## src/rtl/serial_adder.sv

```systemverilog
// Bit-serial WIDTH-bit adder. One full-adder cell and a registered carry
// produce one sum bit per clock, LSB first. Operands come in and the result
// goes out through valid/ready handshakes.

// Single-bit combinational full adder, shared by every bit position.
module full_adder (
  input  logic a,
  input  logic b,
  input  logic ci,
  output logic s,
  output logic co
);

  assign s  = a ^ b ^ ci;
  assign co = (a & b) | (a & ci) | (b & ci);

endmodule

// state | meaning
// IDLE  | waiting for an operand set; in_ready high
// RUN   | adding one bit per clock, LSB first
// DONE  | result presented on sum/cout; waiting for out_ready
module serial_adder #(
  parameter int WIDTH = 8
) (
  input  logic             clk,
  input  logic             rst_n,
  input  logic             in_valid,
  output logic             in_ready,
  input  logic [WIDTH-1:0] a,
  input  logic [WIDTH-1:0] b,
  input  logic             cin,
  output logic             out_valid,
  input  logic             out_ready,
  output logic [WIDTH-1:0] sum,
  output logic             cout,
  output logic             busy
);

  localparam int CW = $clog2(WIDTH + 1);
  localparam logic [CW-1:0] LAST = CW'(WIDTH - 1);

  typedef enum logic [1:0] {
    IDLE = 2'd0,
    RUN  = 2'd1,
    DONE = 2'd2
  } state_t;

  state_t           state;
  logic [WIDTH-1:0] a_sh;
  logic [WIDTH-1:0] b_sh;
  logic [WIDTH-1:0] sum_sh;
  logic [WIDTH-1:0] sum_next;
  logic             carry;
  logic [CW-1:0]    cnt;
  logic             fa_s;
  logic             fa_c;

  full_adder u_fa (
    .a  (a_sh[0]),
    .b  (b_sh[0]),
    .ci (carry),
    .s  (fa_s),
    .co (fa_c)
  );

  // New sum bit enters at the MSB so after WIDTH shifts bit 0 sits at the LSB.
  // A one-bit adder has nothing to shift, so it gets its own branch.
  generate
    if (WIDTH == 1) begin : g_w1
      assign sum_next = fa_s;
    end else begin : g_wn
      assign sum_next = {fa_s, sum_sh[WIDTH-1:1]};
    end
  endgenerate

  // in_ready is decoded straight from the state register.
  assign in_ready = (state == IDLE);

  // Sequencer: operand capture, bit-serial add, result hold and handoff.
  always_ff @(posedge clk or negedge rst_n) begin
    if (!rst_n) begin
      state     <= IDLE;
      a_sh      <= '0;
      b_sh      <= '0;
      sum_sh    <= '0;
      carry     <= 1'b0;
      cnt       <= '0;
      sum       <= '0;
      cout      <= 1'b0;
      out_valid <= 1'b0;
      busy      <= 1'b0;
    end else begin
      unique case (state)
        IDLE: begin
          if (in_valid) begin
            a_sh   <= a;
            b_sh   <= b;
            carry  <= cin;
            sum_sh <= '0;
            cnt    <= '0;
            busy   <= 1'b1;
            state  <= RUN;
          end
        end
        RUN: begin
          carry  <= fa_c;
          sum_sh <= sum_next;
          a_sh   <= a_sh >> 1;
          b_sh   <= b_sh >> 1;
          cnt    <= cnt + 1'b1;
          if (cnt == LAST) begin
            sum       <= sum_next;
            cout      <= fa_c;
            out_valid <= 1'b1;
            state     <= DONE;
          end
        end
        DONE: begin
          if (out_ready) begin
            out_valid <= 1'b0;
            busy      <= 1'b0;
            state     <= IDLE;
          end
        end
        default: begin
          out_valid <= 1'b0;
          busy      <= 1'b0;
          state     <= IDLE;
        end
      endcase
    end
  end

endmodule
```

## config.mk

```make
export PLATFORM = sky130hd
export DESIGN_NAME = serial_adder
export DESIGN_NICKNAME = d
export VERILOG_FILES = /design/src/rtl/serial_adder.sv
export SDC_FILE = /design/constraint.sdc
export NUM_CORES = 1
export LEC_CHECK = 0
export ABC_AREA = 1
export CAP_MARGIN = 20
export CELL_PAD_IN_SITES_DETAIL_PLACEMENT = 1
export CELL_PAD_IN_SITES_GLOBAL_PLACEMENT = 2
export CORE_UTILIZATION = 33
export DETAILED_ROUTE_END_ITERATION = 6
export PLACE_DENSITY = 0.85
export SYNTH_ARGS = -nofsm -noshare
export SYNTH_HDL_FRONTEND = slang
export SYNTH_SLANG_ARGS = --single-unit
```

## constraint.sdc

```tcl
create_clock -name clk -period 2.03 [get_ports clk]
set_clock_uncertainty 0.1 [all_clocks]
set_input_delay 0.5075 -clock clk [delete_from_list [all_inputs] [get_ports clk]]
set_output_delay 0.5075 -clock clk [all_outputs]
set_load 0.01 [all_outputs]
```

**Word level (Yosys, flattened, before mapping)**

Cells that the tools add are included.
Widths: inputs -> output; s select.

- $add $sub $neg: 1
- Equality and inequality tests: 6
- Muxes and demuxes: 19
- Bitwise gates (word level): 9
- Reduce and logical (&&, ||, !) cells: 7

Operator list:

| kind | count |
|---|---|
| $pmux 8 s2 | 3 |
| $mux 8 | 3 |
| $reduce_and 3->1 | 3 |
| $pmux 4 s2 | 1 |
| $mux 2 | 3 |
| $ne 2x2->1 const B | 3 |
| $pmux 1 s3 | 2 |
| $pmux 2 s3 | 1 |
| $add 4x1->4 const B | 1 |
| $eq 4x3->1 const B | 1 |
| $mux 1 | 4 |
| $mux 4 | 1 |
| $reduce_and 2->1 | 2 |
| $and 1x1->1 | 3 |
| $eq 2x1->1 const B | 1 |
| $eq 2x2->1 const B | 1 |
| $logic_not 2->1 | 1 |
| $not 1->1 | 2 |
| $or 1x1->1 | 2 |
| $pmux 1 s2 | 1 |
| $reduce_bool 2->1 | 1 |
| $xor 1x1->1 | 2 |

- Flip-flop bits (word level): 42
- Input bits: 21
- Output and inout bits: 12

**Longest topological paths before layout**

- Word-level depth: 4
- Depth in mapped cells: 7
- Mapped depth without buffers: 6

**By module**

A second synthesis with hierarchy kept.

- Cell total of the unflattened synthesis: 207
- Area, all modules: 1818.0 um^2

Modules (own cells, without submodules):

| module | times used | cells each | area an instance (um^2) |
|---|---|---|---|
| serial_adder | 1 | 206 | 1798.0 |
| full_adder | 1 | 1 | 20.0 |

**Worst setup path before layout**

No wires, ideal clock.

- Kind: register -> register
- Start point: register cnt[0]
- End point: register sum[7]
- Data arrival time: 1.039 ns
- Data required time: 1.813 ns
- Slack: 0.774 ns
- Cell stages (with the launch flop): 8
- Path buffers: 1
- Cells stage by stage: dfrtp_1 -> ha_1 -> nand2_1 -> nor2_1 -> nand2_2 -> buf_6 -> nand2_1 -> nand2_1

- Word-level cells in the longest chain between the ends: 2

Ends and longest elaborated chain:

| element | RTL line | text |
|---|---|---|
| start: declaration | 55 | `logic [CW-1:0] cnt;` |
| start signal: assignment | 111 | `cnt <= cnt + 1'b1;` |
| $eq 4x3->1 | 112 | `if (cnt == LAST) begin` |
| $reduce_and 2->1 (no line) | - |  |
| end signal: assignment | 113 | `sum <= sum_next;` |
| end: declaration | 35 | `output logic [WIDTH-1:0] sum,` |

No other way between the ends.
A chain may end at the register's enable or synchronous reset.

**Worst setup path in the final report**

- Start point: register cout
- End point: output cout

RTL lines:

| element | RTL line | text |
|---|---|---|
| start: declaration | 36 | `output logic cout,` |
| start signal: assignment | 90 | `cout <= 1'b0;` |
| start signal: assignment | 114 | `cout <= fa_c;` |

No word-level cell between the ends.

==> flow_metrics.py <==
metrics = {
    "run_status": {
        "outcome": "completed",
    },
    "clocking": {
        "cts_buffer_depth": 2,
        "clk_latency_ns": 0.29,
        "cts_sinks": 41,
        "numCtsBuffers": 5,
        "cts_hold_buf": 0,
        "cts_tree": "built",
        "root_buffer": "clkbuf_8",
        "cts_max_level": 2,
        "clkTransAtPathRegs_ns": 0.08,
    },
    "floorplan": {
        "die_area_sq_um": 5720,
        "rows": 26,
        "core-area_sq_um": 5170,
        "fp.dieH_um": 75.6,
        "initial_utilization_pct": 34.6,
        "num_io_pins": 33,
        "dieWidth_um": 75.6,
    },
    "critical_path": {
        "crit_chain": "clkdlybuf4s50_1",
        "crit_slowest_cell": "clkdlybuf4s50_1",
        "required_ns": 1.42,
        "crit_fanout": 2,
        "crit_arrival_ns": 1.18,
        "path_buf_inv": 1,
        "reg2reg_from": "state[1]",
        "max_stage_delay_ns": 0.54,
        "crit_path_end_kind": "primary output",
        "start_kind": "register",
        "critical-path-top-delay-family": "buffers and inverters",
        "criticalPathCategory": "reg -> out",
        "crit_path_start": "cout",
    },
    "power": {
        "intPower_mw": 2.11,
        "p_per_area_nw_per_um2": 1460,
        "p_leak_nw": 1.13,
        "switchingPower_mw": 1.24,
        "p_comb_share_pct": 39.5,
        "power_switching_share_pct": 37.1,
        "p_total_mw": 3.35,
        "clkPwrFrac_pct": 18.9,
        "ir_drop_mv": 0.515,
        "seq_power_share_pct": 41.6,
    },
    "synth": {
        "synth_cell_type_count": 17,
        "yosys_most_used_dff": "dfrtp_1",
        "ys_seq_area_share_pct": 57.4,
        "synth_edf_count": 0,
        "synth-seq-cells": 41,
        "synth_fp_nets": 230,
        "synthTopCellsByArea": "dfrtp_1 57%, nand2_1 18%, nand3_1 13%",
        "syn-mean-instance-area_sq_um": 8.64,
        "synthArstFlopShare_pct": 100,
        "synth_warnings": 0,
        "synth_top_area_share_pct": 57.4,
        "synthesis.area_sq_um": 1790,
        "synth_common_cells": "86 x nand2_1, 47 x nand3_1, 41 x dfrtp_1",
        "yosysTopAreaCell": "dfrtp_1",
        "postSynthCellCount": 207,
        "post-synth-top-count-cell": "nand2_1",
    },
    "placement": {
        "dpl.hpwl_um": 2620,
        "dp.cells": 303,
        "post-place-ws_ns": 0.209,
        "port_buffers": 32,
        "gp_congestion": 0.762,
    },
    "timing": {
        "setup_ws_ns": 0.239,
        "final.setup.tns_ns": 0,
        "period_minus_slack_ns": 1.79,
        "timing.fmax_mhz": 558,
        "fin_crit_sh_pct": 88.2,
        "relSlewSlack_pct": 69.0,
        "tightestPinTransition_ns": 0.464,
        "rsz0062_at_grt": "false",
        "setup_viol": 0,
        "drv_slew": 0,
        "final_hold_viol_count": 0,
    },
    "global_route": {
        "grt_pass1_wl_um": 6770,
        "grt_overflow_total": 0,
        "grt_antenna_before_repair": 0,
        "grt_pass1_vias": 1501,
        "grt_max_degree": 31,
        "track_usage_pct": 15.8,
    },
    "final_layout": {
        "final_cells": 311,
        "area_delta_synth_final_pct": 28.3,
        "num-fill-cells": 608,
        "drive_gt1_share_pct": 7.88,
        "final_util_pct": 44.3,
        "num-nets-final": 264,
        "antennaDiodeCount": 0,
    },
    "routing": {
        "drtPass1Iterations": 4,
        "viasPerCell": 4.75,
        "via_count": 1477,
        "wirelength_um": 3870,
        "drc": 0,
        "drt.antenna.violating_nets": 0,
        "drt-initial-drc-count": 77,
        "avgRoutedWirePerCell_um": 12.5,
    },
    "flow_run": {
        "cap_viol_max_count": 0,
    },
    "min_path": {
        "hp-class": "in -> async",
    },
}
==> flip-flops by register name, indices dropped and copies added (netlist names) <==
register,flops
sum,8
carry,1
b_sh,8
busy,1
state,2
out_valid,1
cout,1
a_sh,8
sum_sh,7
cnt,4
==> path summary, 6_finish.rpt <==
| kind | cells past startpoint | slack, ns | endpoint |
|---|---|---|---|
| worst max-delay path | 1 | 0.24 | cout |
| worst min-delay path | 1 | 0.05 | a_sh[3] |
| worst max register to register | 7 | 0.57 | b_sh[2] |
| worst min register to register | 2 | 0.37 | busy |
| max in group asynchronous | 2 | 1.29 | b_sh[2] |
| min in group clk | 2 | 0.37 | busy |
==> metrics by stage <==
stage                     area (sq um)  hold WS (ns)
after floorplan                   1790         0.112
after global placement            2180         0.356
after detailed placement          2180         0.357
after CTS                         2290        0.0669
after global routing              2290        0.0837
final                             2290        0.0549
==> power groups by stage <==
stage | Combinational [mW] | Sequential (mW) | Clock (mW)
global route | 1.53 | 1.45 | 0.681
finish | 1.32 | 1.39 | 0.632
CTS | 1.36 | 1.40 | 0.656
global placement | 1.33 | 1.41 | 0
floorplan | 0.827 | 1.42 | 0
detailed placement | 1.34 | 1.42 | 0
==> logic make-up after synthesis <==
group	after synthesis	share of synthesized area, %
buffers and inverters	17	4.97
flip-flops	41	57.4
AO/OA/AOI/OAI	6	1.68
adder cells (fa/ha/maj)	2	1.82
AND/OR/NAND/NOR	141	34.2
==> placed cells by master, fill, tap and decap left out, types with 2 or more instances in the layout <==
cell	synthesis	layout
a21oi_1	2	2
buf_4	0	3
nand2_1	86	86
clkdlybuf4s50_1	0	30
dfrtp_1	41	41
nand3_1	47	47
buf_12	0	2
nor2_1	3	3
inv_1	5	5
inv_2	2	2
o21ai_0	4	4
clkbuf_8	0	5
==> what timing repair did <==
item / CTS / global route
endpoints found under the setup margin: 1 / 0
resized for setup: 1 / 0
setup buffers: 1 / 0
==> metal layers <==
layer / track usage (%) / vias to the layer above / part of all wire [%]
met5: 0 / - / 0
met4: 5.56 / 0 / 1.1
met3: 3.70 / 5 / 3.0
met2: 26.9 / 23 / 50
met1: 19.9 / 719 / 46
li1: - / 730 / -
==> layout make-up <==
cell class | count | area, sq um | area share (%)
Inverter | 7 | 26.3 | 1.15
Clock buffer | 5 | 68.8 | 3.00
Sequential cell | 41 | 1030 | 44.7
Tap cell | 70 | 87.6 | 3.82
Multi-Input combinational cell | 149 | 673 | 29.4
Timing Repair Buffer | 37 | 377 | 16.4
Clock inverter | 2 | 35.0 | 1.53
(Power assumes the default switching activity.)
==> RTL change 1 (config.mk and constraints unchanged) <==
`WIDTH`: 8 -> 16.
--- a/src/rtl/serial_adder.sv
+++ b/src/rtl/serial_adder.sv
@@ -21,7 +21,7 @@
 // RUN   | adding one bit per clock, LSB first
 // DONE  | result presented on sum/cout; waiting for out_ready
 module serial_adder #(
-  parameter int WIDTH = 8
+  parameter int WIDTH = 16
 ) (
   input  logic             clk,
   input  logic             rst_n,
Interface: changed (resized a, b and sum); port bits go from 33 to 57. The function was not compared with the original's and may differ.
==> RTL change 1 against the unedited design <==
- area after synthesis increased by 75%
- critical path type unchanged
- non-clock buffer count increased by 30
- power increased by 71%
- worst setup slack got worse by 0.095 ns
- design area increased by 77%
- clock power increased by 140%
- utilization decreased by 0.14 points
- global-route usage increased by 1.1 points
- sequential cell count increased by 33
- routed wire length increased by 87%
==> RTL change 1: results (changes against the unedited design) <==
The run finished with clean final reports. The share of the yosys chip area belonging to registers was 0.593 (+0.0191). The violation count after the first detailed-route iteration is 91 (+18%), and the post-CTS setup repair buffer count is 0 (-1).

The tools report the length of routed met3 wiring as 274 um (+130%). The peak supply drop was 395 uV (-23%). The number of nets in the layout is 429 (+63%).

The pin slew with the least headroom to its limit is 0.356 ns (-0.109 ns). The synthesized netlist net count was 374 (+63%). The logs give 0.263 (+0.074) for the clock network fraction of total power and 7.26 mm (+87%) for the final routed wirelength across all metal layers.

The count of input and output buffers was 56 (+75%). The number of global-route vias before repair was 2672 (+78%). The worst hold slack across all endpoints was 0.395 ns (+0.340 ns).

For the setup slack on the worst flop-to-flop path, the log shows 0.24 ns (-0.33 ns). By count the netlist is led by nand3_1 (102), dfrtp_1 (74), nand2_1 (63). The layout cell share with drive strength beyond 1 works out to 0.0863 (+0.00746). By area the synthesized netlist is led by dfrtp_1 (59%), nand3_1 (16%), nand2_1 (7.6%), o22ai_1 (3.0%), o21ai_1 (2.4%). The insertion delay to the later sink of the worst-skew pair is 0.35 ns (+0.06 ns), and the post-detailed-placement half-perimeter wirelength is 4.96 mm (+89%).

The average via count per standard cell came out at 5.00 (+5.3%). The final routed wire length divided by cell count is 14.4 um (+15%), and the routing usage on met3 is 0.0513 (+0.0143). The average footprint of a synthesized cell was 9.35 um2 (+8.3%).

The power density over the cells was 1410 nW/um2 (-3.7%); the met2 layer wire length in the routed design was 3.49 mm (+79%). The post-placement cell count is 488 (+61%), and the pin count of the biggest net entering global routing is 35 (+13%). The run gives 12.9 mm (+91%) as the global-route wire length before repair.

For the routing usage on met2, the log shows 0.273 (+0.00412).
RTL change 1: repair_timing:
item	in CTS	in global routing
hold endpoints to repair	23	0
hold buffers	1	0
endpoints found under the setup margin	1	0
gates resized for setup	3	0
RTL change 1: layout make-up:
type	count	area, um2
Clock buffer	9	124
Clock inverter	7	141
Fill cell	1075	5130
Inverter	21	78.8
Multi-Input combinational cell	216	1060
Sequential cell	74	1850
Tap cell	111	139
Timing Repair Buffer	67	667
RTL change 1: path summary, 6_finish.rpt:
path                       startpoint      end
hold reg to reg               sum[13]  sum[13]
min in group asynchronous       rst_n  sum[14]
hold / removal                sum[13]  sum[13]
setup / recovery                 cout     cout
max in group asynchronous       rst_n  a_sh[9]
setup reg to reg               cnt[0]   sum[6]
RTL change 1: kinds of logic (layout without fill, tap and decap cells):
family,count (synthesis),count (layout),synth area share
compound gates,37,37,0.0661
buf+inv,44,104,0.0693
flops,74,74,0.593
simple gates,176,176,0.257
fa+ha+maj,3,3,0.0144
==> RTL change 2 (config.mk and constraints unchanged) <==
Without the edit above. Encoding of `state_t`: now one-hot (3 bits for 3 states).
--- a/src/rtl/serial_adder.sv
+++ b/src/rtl/serial_adder.sv
@@ -40,10 +40,10 @@
   localparam int CW = $clog2(WIDTH + 1);
   localparam logic [CW-1:0] LAST = CW'(WIDTH - 1);
 
-  typedef enum logic [1:0] {
-    IDLE = 2'd0,
-    RUN  = 2'd1,
-    DONE = 2'd2
+  typedef enum logic [2:0] {
+    IDLE = 3'b001,
+    RUN  = 3'b010,
+    DONE = 3'b100
   } state_t;
 
   state_t           state;
Behaviour: same outputs for any inputs over 10 cycles, from zero or initial values and one cycle with rst_n low; not proved beyond that.
==> RTL change 2 against the unedited design <==
- power down 6.8%
- routed wire length grew 11%
- area after synthesis grew 9.5%
- design area grew 9.8%
- worst setup slack got worse by 0.071 ns
- sequential cell count grew 1
- clock power up 29%
- critical path type unchanged
- highest routed layer unchanged
==> RTL change 2: results (changes against the unedited design) <==
The final routed wire length divided by cell count came out at 12.6 um (+1.1%). The peak supply drop is 370 uV (-28%). Post-detailed-placement half-perimeter wirelength: 3.08 mm (+17%).

The logs give 0.0345 (-0.00255) for the routing usage on met3 and 0.00108 W (-13%) for the switching power of the nets. The routing usage on met2 is 0.272 (+0.00356), and the critical path arrival is 1.25 ns (+0.07 ns). The logs give 27 (-13%) for the pin count of the biggest net entering global routing and 1.99 mm (+13%) for the wire length on met1. After synthesis, the cell types taking the most area are dfrtp_1 (52%), nand2_1 (19%), nand3_1 (6.1%), o21ai_2 (3.6%), o21ai_1 (3.3%). The synthesized netlist net count was 254 (+10%).

For the standard cell area after detailed placement, the log shows 2360 um2 (+8.3%). For the length of routed met3 wiring, the log shows 110 um (-6.0%). The run gives 291 (+10%) as the number of nets in the layout.

The average via count per standard cell was 4.63 (-2.6%); the shortest clock period the worst path allows after layout was 1.86 ns (+0.0705 ns). The cell family with the largest share of critical-path delay was flip-flops. For the setup slack after placement, the log shows 0.120 ns (-0.0892 ns). For the met2 layer wire length in the routed design, the log shows 2.14 mm (+9.7%). Number of global-route vias before repair: 1623 (+8.1%). The termination of the worst setup path was in_ready.

The adder-cell area share of the yosys netlist works out to 0.0166 (-0.00158). The maximum fanout count along the critical path came out at 4 (+2). The share of the yosys chip area belonging to registers was 0.537 (-0.0364); the total track usage was 0.161 (+0.00231). For the max-slew headroom at the worst pin, the log shows 0.700 (+0.00917).

The post-placement cell count is 332 (+9.6%), and the final routed wirelength across all metal layers is 4.30 mm (+11%). Global-route wire length before repair: 7.77 mm (+15%). The layout cell share with drive strength beyond 1 works out to 0.138 (+0.0587). The tools report the number of antenna violations at the first check in global routing as 0 (unchanged). The leakage power is 1.27 nW (+12%), and the count of cells along the worst register-to-register path is 9 (+2). The filler cell count was 680 (+12%); the post-synthesis compound-gate area fraction was 0.0792 (+0.0624). The met1 track demand over resource in global routing is 0.204 (+0.00576), and the routability congestion estimate is 0.719 (-5.7%).

The run gives 21 (+4) as the post-synthesis cell type count. The logs give 3 (-1) for the detailed-router iteration count before antenna repair and 0.51 ns (-0.06 ns) for the setup slack on the worst flop-to-flop path. The endpoint identified for the worst register-to-register timing path is b_sh[0]. The run gives 231 (+12%) as the synthesized instance count. Tracing the worst setup path back leads to its startpoint at state[0].

The slowest stage of the critical path is the dfstp_2 cell. For the violation count after the first detailed-route iteration, the log shows 48 (-38%). The flow ran to the end, and the final reports show no timing, DRC or antenna violations. Sorting the synthesized cells by how often they occur yields nand2_1 (98), dfrtp_1 (41), nand3_1 (24).
==> RTL change 2: repair_timing <==
| item | 4_1_cts | 5_1_grt |
|---|---|---|
| buffers inserted | 1 | 0 |
| setup endpoints to repair | 1 | 0 |
| endpoints found under the hold margin | 0 | 0 |
| hold buffers | 0 | 0 |
| resized for setup | 2 | 0 |
==> RTL change 2: worst min-delay path by stage <==
stage                     end  slack, ns  cells past startpoint   start
CTS                 sum_sh[6]       0.06                      1   rst_n
detailed placement     sum[5]       0.37                      2  sum[5]
global placement       sum[0]       0.36                      2  sum[0]
floorplan             a_sh[0]       0.11                      0   rst_n
global route           sum[6]       0.07                      1   rst_n
finish                 sum[5]       0.05                      1   rst_n
==> RTL change 2: final cells by class <==
type	instances	area, um2	area share
well taps	72	90.1	0.0358
repair buffers	41	407	0.161
multi-input cells	159	756	0.300
clock buffers	6	82.6	0.0328
flip-flops and latches	42	1050	0.418
clock inverters	2	60.1	0.0238
inverters	19	71.3	0.0283
==> RTL change 2: power groups by stage <==
| stage | clock network, W | logic [W] | registers [W] |
|---|---|---|---|
| floorplan | 0 | 0.000741 | 0.00123 |
| global placement | 0 | 0.00104 | 0.00125 |
| detailed placement | 0 | 0.00107 | 0.00127 |
| CTS | 0.000841 | 0.00110 | 0.00124 |
| global route | 0.000866 | 0.00124 | 0.00127 |
| finish | 0.000818 | 0.00107 | 0.00124 |
==> RTL change 2: metrics by stage <==
step | util | total power [W]
after floorplan | - | 0.00197
after global placement | 0.422 | 0.00229
after detailed placement | 0.422 | 0.00234
after CTS | 0.449 | 0.00318
after global routing | 0.449 | 0.00337
final | 0.449 | 0.00312
